==> config.mk <==
export PLATFORM = sky130hd
export DESIGN_NAME = ifetch
export DESIGN_NICKNAME = d
export VERILOG_FILES = /design/src/rtl/cowcat_pkg.sv /design/src/rtl/fetch_fifo.sv /design/src/rtl/ifetch.sv
export SDC_FILE = /design/constraint.sdc
export NUM_CORES = 1
export LEC_CHECK = 0
export CORE_MARGIN = 4
export CORE_UTILIZATION = 50
export CTS_CLUSTER_DIAMETER = 150
export DETAILED_ROUTE_END_ITERATION = 16
export HOLD_SLACK_MARGIN = 0.1
export PLACE_DENSITY = 0.85
export SYNTH_ARGS = -nofsm -noshare
export SYNTH_HDL_FRONTEND = slang
export SYNTH_SLANG_ARGS = --single-unit
==> constraint.sdc <==
create_clock -name clk -period 9.06 [get_ports clk]
set_input_delay 1.812 -clock clk [delete_from_list [all_inputs] [get_ports clk]]
set_output_delay 1.812 -clock clk [all_outputs]
set_load 0.05 [all_outputs]
==> src/rtl/cowcat_pkg.sv <==
// Shared definitions for the fetch front end: packet layout, fault encodings
// and the reset PC default used by ifetch.
package cowcat_pkg;

    localparam logic [31:0] NOP_INST         = 32'h0000_0013;
    localparam logic [1:0]  FAULT_MISALIGN   = 2'b01;
    localparam logic [1:0]  FAULT_RANGE      = 2'b10;
    localparam logic [31:0] DEFAULT_RESET_PC = 32'h0000_0000;

    // One fetched packet as it travels to decode: 32 + 32 + 2 = 66 bits.
    typedef struct packed {
        logic [31:0] pc;
        logic [31:0] inst;
        logic [1:0]  fault;
    } fetch_pkt_t;

    // Fault bits for a word fetch at pc; last_word is the highest legal word address.
    function automatic logic [1:0] fetch_fault(input logic [31:0] pc,
                                               input logic [31:0] last_word);
        logic [1:0] f;
        f    = '0;
        f[0] = (pc[1:0] != 2'b00);
        f[1] = (pc > last_word);
        return f;
    endfunction

endpackage

==> src/rtl/fetch_fifo.sv <==
// Two-entry FIFO holding fetched packets between the PC stage and decode.
// Flush empties it in one cycle; head reads as all-zero while empty.
module fetch_fifo
    import cowcat_pkg::*;
(
    input  logic       clk,
    input  logic       rst,
    input  logic       push,
    input  logic       pop,
    input  logic       flush,
    input  fetch_pkt_t din,
    output logic [1:0] count,
    output fetch_pkt_t head,
    output logic       full,
    output logic       empty
);

    fetch_pkt_t mem [2];
    logic       wr_ptr;
    logic       rd_ptr;
    logic [1:0] count_q;

    // NOTE: sequential state uses non-blocking assignments so every register samples pre-edge values.
    always_ff @(posedge clk or negedge rst) begin
        if (!rst) begin
            wr_ptr  <= 1'b0;
            rd_ptr  <= 1'b0;
            count_q <= 2'd0;
        end else if (flush) begin
            wr_ptr  <= 1'b0;
            rd_ptr  <= 1'b0;
            count_q <= 2'd0;
        end else begin
            if (push) wr_ptr <= ~wr_ptr;
            if (pop)  rd_ptr <= ~rd_ptr;
            count_q <= count_q + {1'b0, push} - {1'b0, pop};
        end
    end

    // NOTE: storage is deliberately left without reset; the head mux hides stale data while empty.
    always_ff @(posedge clk) begin
        if (push && !flush) mem[wr_ptr] <= din;
    end

    assign count = count_q;
    assign empty = (count_q == 2'd0);
    assign full  = (count_q == 2'd2);
    assign head  = empty ? '0 : mem[rd_ptr];

endmodule

==> src/rtl/ifetch.sv <==
// Instruction fetch stage: owns the PC, checks alignment/range, queues packets
// for decode and gives redirects priority over push and pop.
module ifetch
    import cowcat_pkg::*;
#(
    parameter logic [31:0] RESET_PC   = DEFAULT_RESET_PC,
    parameter int unsigned IMEM_BYTES = 256
) (
    input  logic        clk,
    input  logic        rst,
    output logic [31:0] im_addr,
    input  logic [31:0] im_inst,
    input  logic        redir_valid,
    input  logic [31:0] redir_pc,
    output logic        dec_valid,
    input  logic        dec_ready,
    output logic [31:0] dec_pc,
    output logic [31:0] dec_inst,
    output logic [1:0]  dec_fault,
    output logic        fetch_halted
);

    localparam logic [31:0] LAST_WORD = 32'(IMEM_BYTES - 4);

    logic [31:0] pc_q;
    logic        halted_q;
    logic [1:0]  fault;
    logic        push;
    logic        pop;
    fetch_pkt_t  pkt;
    fetch_pkt_t  head;
    logic [1:0]  count;
    logic        full;
    logic        empty;

    assign fault = fetch_fault(pc_q, LAST_WORD);

    // NOTE: every always_comb output gets a default first so no latch is inferred.
    always_comb begin
        pkt       = '0;
        pkt.pc    = pc_q;
        pkt.fault = fault;
        pkt.inst  = (fault != 2'b00) ? NOP_INST : im_inst;
    end

    // Redirect wins: it blocks both push and pop and hides the head from decode.
    assign pop  = !empty && dec_ready && !redir_valid;
    assign push = !halted_q && !redir_valid && (!full || pop);

    always_ff @(posedge clk or negedge rst) begin
        if (!rst) begin
            pc_q     <= RESET_PC;
            halted_q <= 1'b0;
        end else if (redir_valid) begin
            pc_q     <= redir_pc;
            halted_q <= 1'b0;
        end else if (push) begin
            if (fault != 2'b00) halted_q <= 1'b1;
            else                pc_q     <= pc_q + 32'd4;
        end
    end

    fetch_fifo u_fifo (
        .clk   (clk),
        .rst   (rst),
        .push  (push),
        .pop   (pop),
        .flush (redir_valid),
        .din   (pkt),
        .count (count),
        .head  (head),
        .full  (full),
        .empty (empty)
    );

    assert property (@(posedge clk) disable iff (!rst) count <= 2'd2);

    assign im_addr      = pc_q;
    assign dec_valid    = !empty && !redir_valid;
    assign dec_pc       = head.pc;
    assign dec_inst     = head.inst;
    assign dec_fault    = head.fault;
    assign fetch_halted = halted_q;

endmodule

**Word-level counts from Yosys, hierarchy flattened**

Memories as Yosys holds them, arrays and structs flattened.
Cells that the tools add are included.

- Flip-flop bits (word level): 37
- RAM bits: 132
- Bits of input ports: 68
- Word-level logic and storage cells: 48
- Memories kept: 1

- Add/sub/neg operators: 3
- Order comparisons: 1
- Equality and inequality tests: 2
- Multiplexer cells: 15
- Bitwise gates (word level): 2
- Reduce and logical (&&, ||, !) cells: 19

Memory list:

| name | words | width | read ports | clocked after memory_dff | write ports | RTL line | source |
|---|---|---|---|---|---|---|---|
| u_fifo.mem | 2 | 66 | 1 | 0 | 1 | fetch_fifo.sv:18 | `fetch_pkt_t mem [2];` |

Operators with widths:

| operator | count |
|---|---|
| $mux 32 | 4 |
| $mux 66 | 1 |
| $add 32x3->32 const B | 1 |
| $gt 32x8->1 const B | 1 |
| $reduce_bool 2->1 | 5 |
| $mux 1 | 9 |
| $logic_and 1x1->1 | 6 |
| $logic_not 1->1 | 4 |
| $reduce_and 2->1 | 2 |
| $add 2x1->2 | 1 |
| $eq 2x2->1 const B | 1 |
| $logic_not 2->1 | 1 |
| $mux 2 | 1 |
| $ne 2x2->1 const B | 1 |
| $not 1->1 | 2 |
| $sub 2x1->2 | 1 |
| $logic_or 1x1->1 | 1 |

**Logic depth before layout (Yosys ltp)**

- Depth in word-level cells: 9
- Mapped depth: 9

**Cells and area by module**

Synthesis repeated with hierarchy kept, for this count alone.

- Cells, all modules: 480
- Area, all modules: 7208.2 um^2

Modules (own cells, without submodules):

| module | instances | cells an instance | area an instance (um^2) |
|---|---|---|---|
| fetch_fifo | 1 | 298 | 5225.0 |
| ifetch | 1 | 182 | 1983.2 |

**Worst setup path after synthesis**

Ideal clock, no wire load.

- Kind: input to register
- Start point: input redir_valid
- End point: memory u_fifo.mem[0][0] in the netlist's numbering, enable pin
- Setup time: 0.653 ns
- Arrival time: 8.550 ns
- Data required time: 8.407 ns
- Setup slack: -0.143 ns
- Stages on the path: 3
- Cell sequence: clkbuf_1 -> clkbuf_1 -> nor4_1

- Cells in the longest elaborated chain, start to end: 7

RTL lines:

| what | RTL line | source |
|---|---|---|
| start: declaration | ifetch.sv:13 | `input logic redir_valid,` |
| $logic_not 1->1 (*) | fetch_fifo.sv:42, ifetch.sv:47, ifetch.sv:48 |  |
| $logic_and 1x1->1 | ifetch.sv:47 | `assign pop = !empty && dec_ready && !redir_valid;` |
| $logic_or 1x1->1 | ifetch.sv:48 | `assign push = !halted_q && !redir_valid && (!full \|\| pop);` |
| $logic_and 1x1->1 | ifetch.sv:48 |  |
| $logic_and 1x1->1 (*) | fetch_fifo.sv:42 | `if (push && !flush) mem[wr_ptr] <= din;` |
| $mux 1 (*) | fetch_fifo.sv:42 |  |
| $mux 1 (implied by the code) (*) | fetch_fifo.sv:42 |  |
| end: declaration | fetch_fifo.sv:18 |  |

Every way passes the cells marked *; elsewhere a longest branch is shown, timed or not.

**Worst setup path in the final report**

- Start point: input redir_valid
- End point: output dec_valid

- Cells in the longest elaborated chain, start to end: 2

RTL lines:

| what | RTL line | source |
|---|---|---|
| $logic_not 1->1 | ifetch.sv:79 | `assign dec_valid = !empty && !redir_valid;` |
| $logic_and 1x1->1 | ifetch.sv:79 |  |
| end: declaration | ifetch.sv:15 | `output logic dec_valid,` |

No other way between the ends.

==> metrics <==
RePlAce Congestion 0.816; cell family with most CP delay buffers and inverters; Routed WL 14,700 µm; status complete, no violations; htree depth 4; Num CTS Buffers 17; Die Ht 129 µm; drt via density 5.26; WHS Endpoint u_fifo.mem[0][35]$_DFFE_PP_; RSZ-0062 raised after global routing false; worst reg2reg setup slack 6.43 ns; Starting Density 0.517; Power Dens Cells 240 mW/mm²; Async S/R FF share, synth 0.219; HP Start im_addr[1]$_DFFE_PN0P_; HP Class flop to flop; WP data arrival 3.25 ns; final setup fails 0; post-DR wirelength/cell 17.9 µm; FP Rows 43; Setup WS post-layout 3.99 ns; Overall Global Routing Usage 0.186; final hold violations 0; crit-path max cell delay 0.73 ns; clk buf depth 2; max-slew violation count 0; Yosys top cell area share 0.546; total negative slack 0 ns; Worst Clk Skew 0.00748 ns; crit path kind input pin to output port; Avg Cell Area, Syn 14.7 µm²; worst r2r src im_addr[25]$_DFFE_PN0P_; Worst R2R Path Depth 4; Netlist cell types 47; Final min period 5.07 ns; post-placement cell area 0.00884 mm²; vias in the first global route 4,585; post-route cell area 0.00943 mm²; Synthesis Warnings 0; core area 0.0140 mm²; Buf/Inv on CP 3; first-pass GRT wire length 23,700 µm; CP required 7.25 ns; slowest CP cell clkdlybuf4s50_1; Hold-fix buffers, CTS 0; TritonCTS clock tree built; Die W 129 µm; Critical Path End Type output port; Post-CTS Resized 0; Detailed Place HPWL 9380 µm; Worst Path Max Fanout 50; EDFF count, synth 132; worst slew pin tran 1.18 ns; crit-path cells buf_2 > buf_4 > nor2_1 > clkdlybuf4s50_1; Reg clk slew, reported paths 0.06 ns; register area share after synthesis 0.673; Slew headroom 0.214; Root Buffer Master clkbuf_16; DP Worst Slack 3.99 ns; iteration-0 DRC count of the detailed router 254; Vias 4,324; Clock Latency Late Sink 0.41 ns; Main synth FF type edfxtp_1; IO Count 168; Net Count, Synth 566; RR Endpoint u_fifo.mem[1][2]$_DFFE_PP_; top cells by area, synth edfxtp_1 55%, dfrtp_1 13%, mux2i_1 9.1%, mux2_2 3.9%, nor2_1 3.7%; initial antenna violation count 0; synthesized instance count 495; pin count of the biggest net entering global routing 68; TritonCTS sink count 169; #FFs+latches synth 169; Peak Freq 197 MHz; Netlist Area Pre-Place 0.00726 mm²; DRC errors left 0; DRT Pass-1 Iters 4; Nets 700; Syn-to-layout area delta 29.8%; Post-Place Cells 790; Post-Layout Cell Count 822; final core occ 0.671; hold path cells 0; DRT antenna net count 0; Inserted Diodes 0; Die ar. 0.0165 mm²; Leak Pwr 3.19 nW; leading area contributor after synthesis edfxtp_1; setup bufs post-CTS 0; port bufs 167; # Max-Cap Violations 0; Worst setup SP type input pin; period utilisation layout 0.559; ratio of cells with drive above 1 in the final layout 0.114; maximum VDD drop 0.139 mV; remaining global-route overflow 0
-- worst register-to-register path, stage by stage, from the launching register on --
cell and delay (ns):
dfrtp_1 0.42, nor4_2 0.46, nand2_1 0.32, nor3_4 0.94, nand2b_1 0.19
-- how the worst max path moves through the flow --
| stage | startpoint | to | slack [ns] | depth (start not counted) |
|---|---|---|---|---|
| after floorplan | redir_valid | u_fifo.mem[0][0]$_DFFE_PP_ | 2.62 | 3 |
| after global placement | redir_valid | dec_valid | 4.01 | 4 |
| after detailed placement | redir_valid | dec_valid | 3.99 | 4 |
| after CTS | redir_valid | dec_valid | 4.00 | 4 |
| after global routing | redir_valid | dec_valid | 3.91 | 4 |
| final | redir_valid | dec_valid | 3.99 | 4 |
-- flip-flops by register name (all words and copies together), names as in the netlist --
name           cells
u_fifo.mem       132
u_fifo.wr_ptr      1
fetch_halted       1
u_fifo.count       2
u_fifo.rd_ptr      1
im_addr           32
-- logic make-up (layout without fill, tap and decap cells) --
| family | count (synthesis) | after routing | synth area share |
|---|---|---|---|
| AOI/OAI and AO/OA | 21 | 21 | 0.0210 |
| xor gates and xnor gates | 3 | 3 | 0.00362 |
| adders and majority gates | 3 | 3 | 0.00517 |
| buffers and inverters | 60 | 207 | 0.0524 |
| DFF | 169 | 169 | 0.673 |
| muxes | 91 | 91 | 0.130 |
| and+or+nand+nor | 148 | 148 | 0.115 |
-- layout by cell type (no fill, tap or decap), types with 4 or more instances in the layout --
| cell type | synthesis | final |
|---|---|---|
| mux2i_1 | 66 | 66 |
| nand3_1 | 4 | 4 |
| dfrtp_1 | 37 | 36 |
| clkbuf_16 | 0 | 17 |
| nand2_1 | 9 | 9 |
| clkinv_1 | 0 | 5 |
| and2_1 | 32 | 31 |
| nor4_4 | 4 | 5 |
| o311ai_1 | 5 | 5 |
| nor2_1 | 72 | 71 |
| mux2_2 | 25 | 25 |
| edfxtp_1 | 132 | 132 |
| clkdlybuf4s50_1 | 0 | 165 |
| inv_1 | 4 | 4 |
| buf_4 | 32 | 4 |
-- layout make-up --
type	count	area (µm²)
tap	180	225
multi-input combinational	266	2020
inverter	4	15.0
clock buffer	18	429
fill	962	4620
sequential	169	4890
timing repair buffer	171	1690
clock inverter	14	155
-- power by group --
part	switching, mW	total, mW	internal [mW]
combinational	0.390	0.608	0.218
clock	0.279	0.708	0.430
sequential	0.0630	0.948	0.885
-- layer usage --
metal,track usage,vias up,share of wire
met2,0.309,166,0.49
met5,0,-,0
met4,0.0525,0,0.0038
met1,0.237,2114,0.42
li1,-,2038,-
met3,0.0569,6,0.084
-- cells in the mapped netlist, types with 3 or more instances --
| library cell | count |
|---|---|
| edfxtp_1 | 132 |
| nor2_1 | 72 |
| mux2i_1 | 66 |
| dfrtp_1 | 37 |
| and2_1 | 32 |
| buf_4 | 32 |
| mux2_2 | 25 |
| buf_2 | 10 |
| nand2_1 | 9 |
| clkbuf_1 | 7 |
| o311ai_1 | 5 |
| buf_1 | 4 |
| inv_1 | 4 |
| nand3_1 | 4 |
| nor4_4 | 4 |
| buf_6 | 3 |
| ha_1 | 3 |
| nand2b_1 | 3 |
| o211ai_1 | 3 |
| o21ai_0 | 3 |
-- stage by stage --
stage                     hold WS [ns]  total power [mW]
after floorplan                  0.475              1.38
after global placement           0.492              1.57
after detailed placement         0.509              1.58
after CTS                        0.524              2.29
after global routing             0.570              2.36
final                            0.520              2.26
Note: power is estimated with default switching activity, not from simulation.
